$ cat config.mk
export PLATFORM = sky130hd
export DESIGN_NAME = mul_issue_ctrl
export DESIGN_NICKNAME = d
export VERILOG_FILES = /design/src/rtl/mul_issue_ctrl.sv
export SDC_FILE = /design/constraint.sdc
export NUM_CORES = 1
export LEC_CHECK = 0
export BUFFER_PORTS_ARGS = -buffer_cell sky130_fd_sc_hd__buf_2
export CAP_MARGIN = 20
export CORE_AREA = 2 2 95 97
export CTS_BUF_LIST = sky130_fd_sc_hd__clkbuf_8
export DETAILED_ROUTE_END_ITERATION = 6
export DIE_AREA = 0 0 97 99
export HOLD_SLACK_MARGIN = 0.15
export PLACE_DENSITY = 0.81
export SLEW_MARGIN = 15
export SYNTH_ARGS = -nofsm -noshare
export SYNTH_HDL_FRONTEND = slang
export SYNTH_SLANG_ARGS = --single-unit
$ cat constraint.sdc
create_clock -name clk -period 1.8 [get_ports clk]
set_input_delay 0.36 -clock clk [delete_from_list [all_inputs] [get_ports clk]]
set_output_delay 0.36 -clock clk [all_outputs]
set_load 0.005 [all_outputs]
$ cat src/rtl/mul_issue_ctrl.sv
// mul_issue_ctrl: issue/writeback control around the Booth multiplier.
// It accepts RV32M multiply requests (MUL/MULH/MULHSU/MULHU) over valid/ready.
// The operands and sign flags are driven straight to the multiplier on the
// accept cycle. After MUL_LAT cycles it picks the low or high product word and
// holds that word, with its tag, until writeback takes it.
//
// Ports:
//   clk, reset             clock, synchronous active-high reset
//   req_*                  request handshake, funct, tag and operands
//   kill                   flush of the in-flight operation (highest priority)
//   mul_req_*              operand strobe, operands and signedness to multiplier
//   mul_resp_result        64-bit product from the multiplier
//   resp_*                 result handshake, tag and selected 32-bit word
module mul_issue_ctrl #(
  parameter int MUL_LAT = 1,
  parameter int TAG_W   = 5
) (
  input  logic             clk,
  input  logic             reset,
  input  logic             req_valid,
  output logic             req_ready,
  input  logic [1:0]       req_funct,
  input  logic [TAG_W-1:0] req_tag,
  input  logic [31:0]      req_in_1,
  input  logic [31:0]      req_in_2,
  input  logic             kill,
  output logic             mul_req_valid,
  output logic             mul_req_in_1_signed,
  output logic             mul_req_in_2_signed,
  output logic [31:0]      mul_req_in_1,
  output logic [31:0]      mul_req_in_2,
  input  logic [63:0]      mul_resp_result,
  output logic             resp_valid,
  input  logic             resp_ready,
  output logic [TAG_W-1:0] resp_tag,
  output logic [31:0]      resp_data
);

  typedef enum logic [1:0] {IDLE, BUSY, DONE} state_t;

  localparam logic [3:0] LAT_CNT = 4'(MUL_LAT);

  state_t           state_q, state_d;
  logic [3:0]       cnt_q, cnt_d;
  logic [1:0]       funct_q, funct_d;
  logic [TAG_W-1:0] tag_q, tag_d;
  logic             resp_valid_q, resp_valid_d;
  logic [31:0]      resp_data_q, resp_data_d;
  logic [TAG_W-1:0] resp_tag_q, resp_tag_d;
  logic             fire;

  // MUL keeps the low word; every high-half variant takes product[63:32]
  function automatic logic [31:0] sel_word(input logic [1:0] funct,
                                           input logic [63:0] prod);
    return (funct == 2'b00) ? prod[31:0] : prod[63:32];
  endfunction

  // Issue: combinational handshake and operand/sign drive to the multiplier
  assign req_ready = ~kill & ((state_q == IDLE) | ((state_q == DONE) & resp_ready));
  assign fire      = req_valid & req_ready;

  assign mul_req_valid       = fire;
  assign mul_req_in_1        = req_in_1;
  assign mul_req_in_2        = req_in_2;
  assign mul_req_in_1_signed = (req_funct != 2'b11);
  assign mul_req_in_2_signed = ~req_funct[1];

  always_comb begin
    state_d      = state_q;
    cnt_d        = cnt_q;
    funct_d      = funct_q;
    tag_d        = tag_q;
    resp_valid_d = resp_valid_q;
    resp_data_d  = resp_data_q;
    resp_tag_d   = resp_tag_q;

    case (state_q)
      IDLE: begin
        if (fire) begin
          state_d = BUSY;
          cnt_d   = LAT_CNT;
          tag_d   = req_tag;
          funct_d = req_funct;
        end
      end
      BUSY: begin
        if (kill) begin
          state_d = IDLE;
          cnt_d   = '0;
        end else begin
          cnt_d = cnt_q - 4'd1;
          if (cnt_q == 4'd1) begin
            state_d      = DONE;
            resp_valid_d = 1'b1;
            resp_data_d  = sel_word(funct_q, mul_resp_result);
            resp_tag_d   = tag_q;
          end
        end
      end
      DONE: begin
        if (kill) begin
          state_d      = IDLE;
          resp_valid_d = 1'b0;
        end else if (resp_ready) begin
          resp_valid_d = 1'b0;
          // accepting the result and a new request together keeps issue bubble-free
          if (fire) begin
            state_d = BUSY;
            cnt_d   = LAT_CNT;
            tag_d   = req_tag;
            funct_d = req_funct;
          end else begin
            state_d = IDLE;
          end
        end
      end
      default: state_d = IDLE;
    endcase
  end

  // Writeback: state, counter and held result registers
  always_ff @(posedge clk) begin
    if (reset) begin
      state_q      <= IDLE;
      cnt_q        <= '0;
      funct_q      <= '0;
      resp_valid_q <= 1'b0;
      resp_data_q  <= '0;
      resp_tag_q   <= '0;
    end else begin
      state_q      <= state_d;
      cnt_q        <= cnt_d;
      funct_q      <= funct_d;
      resp_valid_q <= resp_valid_d;
      resp_data_q  <= resp_data_d;
      resp_tag_q   <= resp_tag_d;
    end
  end

  always_ff @(posedge clk) begin
    tag_q <= tag_d;
  end

  assign resp_valid = resp_valid_q;
  assign resp_data  = resp_data_q;
  assign resp_tag   = resp_tag_q;

endmodule

**Word level (Yosys, flattened, before mapping)**

Index checks and enable logic that the tools add are counted.

- Flip-flop bits (word level): 51
- Input bits: 140
- Output and inout port bits: 106
- Word-level logic and storage cells: 61

- Add/sub/neg operators: 1
- Eq/ne operators: 11
- Mux-type cells: 26
- Bitwise logic cells: 6
- Reductions and logical operators: 10

Operators with widths:

| cell | count |
|---|---|
| 32-bit two-way mux | 1 |
| 2-bit two-way mux | 8 |
| 4-bit two-way mux | 4 |
| 5-bit two-way mux | 3 |
| 2-bit inequality test, second input constant | 6 |
| 4-bit one-hot mux with 3 select lines | 1 |
| 3-bit AND reduction | 4 |
| 5-bit one-hot mux with 2 select lines | 1 |
| 3-bit inequality test, second input constant | 2 |
| 2-bit one-hot mux with 3 select lines | 1 |
| 1-bit two-way mux | 5 |
| 4-bit by 1-bit == test with 1-bit output, second input constant | 1 |
| 2-bit logical NOT | 2 |
| 2-bit one-hot mux with 2 select lines | 1 |
| 4-bit AND reduction | 1 |
| 2-bit nonzero test | 2 |
| 4-bit by 1-bit subtractor with 4-bit output, second input constant | 1 |
| 1-bit bitwise AND | 3 |
| 3-bit nonzero test | 1 |
| 2-bit by 1-bit == test with 1-bit output, second input constant | 1 |
| 2-bit == test, second input constant | 1 |
| 1-bit NOT | 2 |
| 1-bit one-hot mux with 2 select lines | 1 |
| 1-bit OR | 1 |

**Longest topological paths before layout**

- Word-level depth: 9
- Depth in mapped cells: 8

**Worst setup path before layout**

Ideal clock, no wire load.

- Path kind: reg2reg
- Start: register cnt_q[1]
- End: register resp_tag_q[0] (netlist: resp_tag[0])
- Library setup time: 128 ps
- Arrival time: 1407 ps
- Required time: 1672 ps
- Setup slack: 265 ps
- Stages on the path, launching flop included: 9
- Buffers on the path: 2
- Clock period less this slack: 1535 ps
- Cell sequence: dfxtp_1 -> inv_1 -> ha_1 -> nor3b_1 -> and3b_1 -> buf_6 -> buf_8 -> mux2i_1 -> nor2_1

- Word-level cells in the longest chain between the ends: 2

Ends and longest elaborated chain:

| what | line | RTL |
|---|---|---|
| start: declaration | 44 | `logic [3:0] cnt_q, cnt_d;` |
| start signal: assignment | 132 | `cnt_q <= cnt_d;` |
| 4-bit by 1-bit == test with 1-bit output | 92 | `if (cnt_q == 4'd1) begin` |
| 3-bit AND reduction (no line) | n/a |  |
| end signal: assignment | 136 | `resp_tag_q <= resp_tag_d;` |
| end: declaration | 49 | `logic [TAG_W-1:0] resp_tag_q, resp_tag_d;` |

Every way passes these cells.
A chain may end at the register's enable or synchronous reset.

**Worst setup path after layout**

- Start: register cnt_q[1]
- End: register resp_data_q[19] (netlist: resp_data[19])

- Word-level cells in the longest chain between the ends: 2

Ends and longest elaborated chain:

| what | line | RTL |
|---|---|---|
| 4-bit by 1-bit == test with 1-bit output | 92 |  |
| 3-bit AND reduction (no line) | n/a |  |
| end signal: assignment | 135 | `resp_data_q <= resp_data_d;` |
| end: declaration | 48 | `logic [31:0] resp_data_q, resp_data_d;` |

Every way passes these cells.

==> results.tsv <==
stage	metric	value	unit
floorplan	rows	34	
timing	layout_min_cycle_time	1.70	ns
power_and_ir_drop	pwr-share-comb	16.1	%
clock_tree	insertion_delay	0.30	ns
synthesis	synth_area	2960	sq um
synthesis	async_flop_share	0	%
floorplan	die_w	97	um
timing	slew_violations	0	
setup_path	cp_max_fo	11	
floorplan	die_h	99	um
detailed_routing	highest-signal-layer	met4	
place	place_inst	477	
timing	final-hold-violation-count	0	
clock_tree	clkTransAtPathRegs	0.10	ns
grt	antenna_found_initial	0	
clock_tree	htree_levels	2	
detailed_routing	via_per_inst	5.22	
power_and_ir_drop	vdd_drop_max	0.335	mV
synthesis	synth_top_area_share	31.1	%
finish	layout-area-overhead-vs-synth	14.7	%
synthesis	ys.flop_type	dfxtp_1	
timing	fin_crit_sh	94.5	%
power_and_ir_drop	p_sw	600	uW
synthesis	synth_cell_types	30	
power_and_ir_drop	swShare	26.8	%
synthesis	ys_seq_area_share	36.2	%
detailed_routing	drc	0	
clock_tree	cts_sinks	51	
power_and_ir_drop	p_int	1640	uW
synthesis	synthSimpleGateAreaFrac	14.4	%
grt	grt_max_degree	44	
floorplan	start_util	34.6	%
finish	final_cells	491	
detailed_routing	drt-initial-drc-count	67	
power_and_ir_drop	power_frac_seq	53.3	%
floorplan	dieArea	9600	sq um
detailed_routing	routed_wl	8220	um
synthesis	ys_top_cells_by_count	buf_4 (67), dfxtp_1 (46), nor2_1 (43), nand2_1 (36)	
detailed_routing	wl_met2	4170	um
grt	grt.total_usage	14.8	%
synthesis	ys_warn_count	0	
timing	worstMarginPinSlew	0.346	ns
power_and_ir_drop	power_density	660	nW/um^2
synthesis	syn_inst	328	
grt	grt_pass1_vias	2342	
setup_path	cpPeakStageDelay	0.35	ns
place	gp_congestion	0.836	
min_path	hold_class	in2reg	
place	dpl.hpwl	5850	um
power_and_ir_drop	power_leakage	0.00145	uW
setup_path	endpoint_kind	flip-flop	
setup_path	path_cells	inv_1 > ha_1 > nor3b_4 > and3b_4 > clkbuf_16 > nor2_1 > a311oi_2	
synthesis	synth_xor_area_share	0.592	%
timing	max_freq	0.588	GHz
finish	antenna_cells	0	
synthesis	synthTopCellsByArea	dfxtp_1 (31%), buf_4 (17%), a311oi_2 (16%)	
detailed_routing	routedWlPerCell	16.7	um
floorplan	ios	246	
detailed_routing	firstDrtPassIters	4	
clock_tree	cts_tree	done	
min_path	whs_path_depth	1	
synthesis	synthAdderAreaFrac	0.845	%
place	port_buffers	117	
detailed_routing	wl_met3	719	um
power_and_ir_drop	fin_total_pwr	2240	uW
detailed_routing	ant_nets	0	
detailed_routing	met1Wirelength	3120	um
finish	nNetsFinal	524	
power_and_ir_drop	clkPwrFrac	30.6	%
setup_path	worstSetupPathType	reg2reg	
grt	grt-ovfl-total	0	
run	maxCapViolations	0	
clock_tree	ctsRootBufferMaster	clkbuf_8	
synthesis	yosysMostFrequentCell	buf_4	
timing	skew	0.0111	ns
finish	layout-drive-gt1-share	47.8	%
setup_path	cp.arrival	1.92	ns
timing	slew_headroom	76.9	%
setup_path	required	2.02	ns
synthesis	yosysTopAreaCell	dfxtp_1	
setup_path	start_kind	flip-flop	
grt	grt_pass1_wl	11500	um
synthesis	syn_area_per_cell	9.03	sq um
outcome	status	completed	
synthesis	synth_mux_area_share	2.41	%
clock_tree	clk_path_buf_depth	2	
floorplan	design.core.area	8550	sq um
clock_tree	cts_buffers	5	
setup_path	reg2reg_depth	7	
synthesis	synth_compound_area_share	23.5	%
clock_tree	cts_hold_buf	0	
detailed_routing	num_vias	2562	
synthesis	synth_edf_count	5	
synthesis	syn-num-nets	470	
setup_path	cp_slowest_cell	and3b_4	
timing	finalSetupViolations	0	
synthesis	synth_top_family_by_area	compound AO/OA/AOI/OAI gates	
synthesis	synth_seq_cells	51	
critical path, delay by kind of cell (launching register included):
family          cells  cell delay (ns)
simple gates        3             0.60
fa+ha+maj           1             0.15
flops               1             0.32
buf+inv             2             0.29
compound gates      1             0.23
per-stage QoR:
stage	hold slack (ns)	worst slack [ns]	instance area (sq um)	utilization, %	TNS [ns]
global placement	0.468	0.103	3170	37.1	0
floorplan	0.456	0.265	2960	-	0
CTS	0.218	0.0406	3270	38.2	0
global route	0.210	-0.00467	3390	39.7	-0.00658
finish	0.225	0.0997	3390	39.7	0
detailed placement	0.491	-0.0587	3170	37.1	-0.376
layout by cell type (no fill, tap or decap), types with 4 or more instances in the layout:
cell       synthesis  layout
clkbuf_16          0       4
inv_1              6       7
dfxtp_1           46      45
a21oi_1            5       5
o21ai_0           32      32
buf_2              0     117
mux2i_1            6       6
a311oi_2          32      32
edfxtp_1           5       5
nor2_1            43      42
buf_4             67      11
nor3_1             5       5
clkbuf_8           0       6
nand2_1           36      36
path summary, 6_finish.rpt:
check,from,to,slack [ns]
worst max-delay path,cnt_q[1]$_SDFFE_PP0P_,resp_data[19]$_SDFFE_PP0P_,0.1
worst min register to register,tag_q[2]$_DFFE_PP_,resp_tag[2]$_SDFFE_PP0P_,0.50
worst max register to register,cnt_q[1]$_SDFFE_PP0P_,resp_data[19]$_SDFFE_PP0P_,0.1
worst min-delay path,req_tag[4],tag_q[4]$_DFFE_PP_,0.22
sequential cells by signal (all words and copies together) (netlist names):
register,cells
tag_q,5
resp_tag,5
resp_data,32
resp_valid,1
funct_q,2
cnt_q,4
state_q,2
layer usage:
metal,up-vias,global-route usage (%)
met5,-,0
met4,0,5.63
met3,31,5.04
met2,137,26.1
met1,1215,16.4
li1,1179,-
kinds of logic (layout without fill, tap and decap cells):
family,Yosys count,count (layout)
and+or+nand+nor,99,99
buffers and inverters,94,149
AOI/OAI and AO/OA,73,73
DFF,51,51
muxes,7,7
adders and majority gates,2,2
xor gates and xnor gates,2,2
power by group through the flow:
stage / clock network [uW] / registers [uW] / logic [uW]
after floorplan: 0 / 1210 / 313
after CTS: 719 / 1190 / 354
after global placement: 0 / 1220 / 338
after global routing: 764 / 1200 / 399
after detailed placement: 0 / 1220 / 352
final: 687 / 1190 / 361
layout make-up:
cell class                      instances  area, sq um
Clock buffer                            6         82.6
Clock inverter                          2         8.76
Fill cell                             849         5160
Inverter                                6         22.5
Multi-Input combinational cell        183         1250
Sequential cell                        51         1070
Tap cell                              108          135
Timing Repair Buffer                  135          820
timing repair:
item / 4_1_cts / 5_1_grt
gates resized for setup: 1 / 3
setup endpoints to repair: 23 / 23
pin swaps: 0 / 1
buffers inserted: 0 / 1
cloned: 0 / 5
No activity file was read; power rests on OpenSTA's default activity.
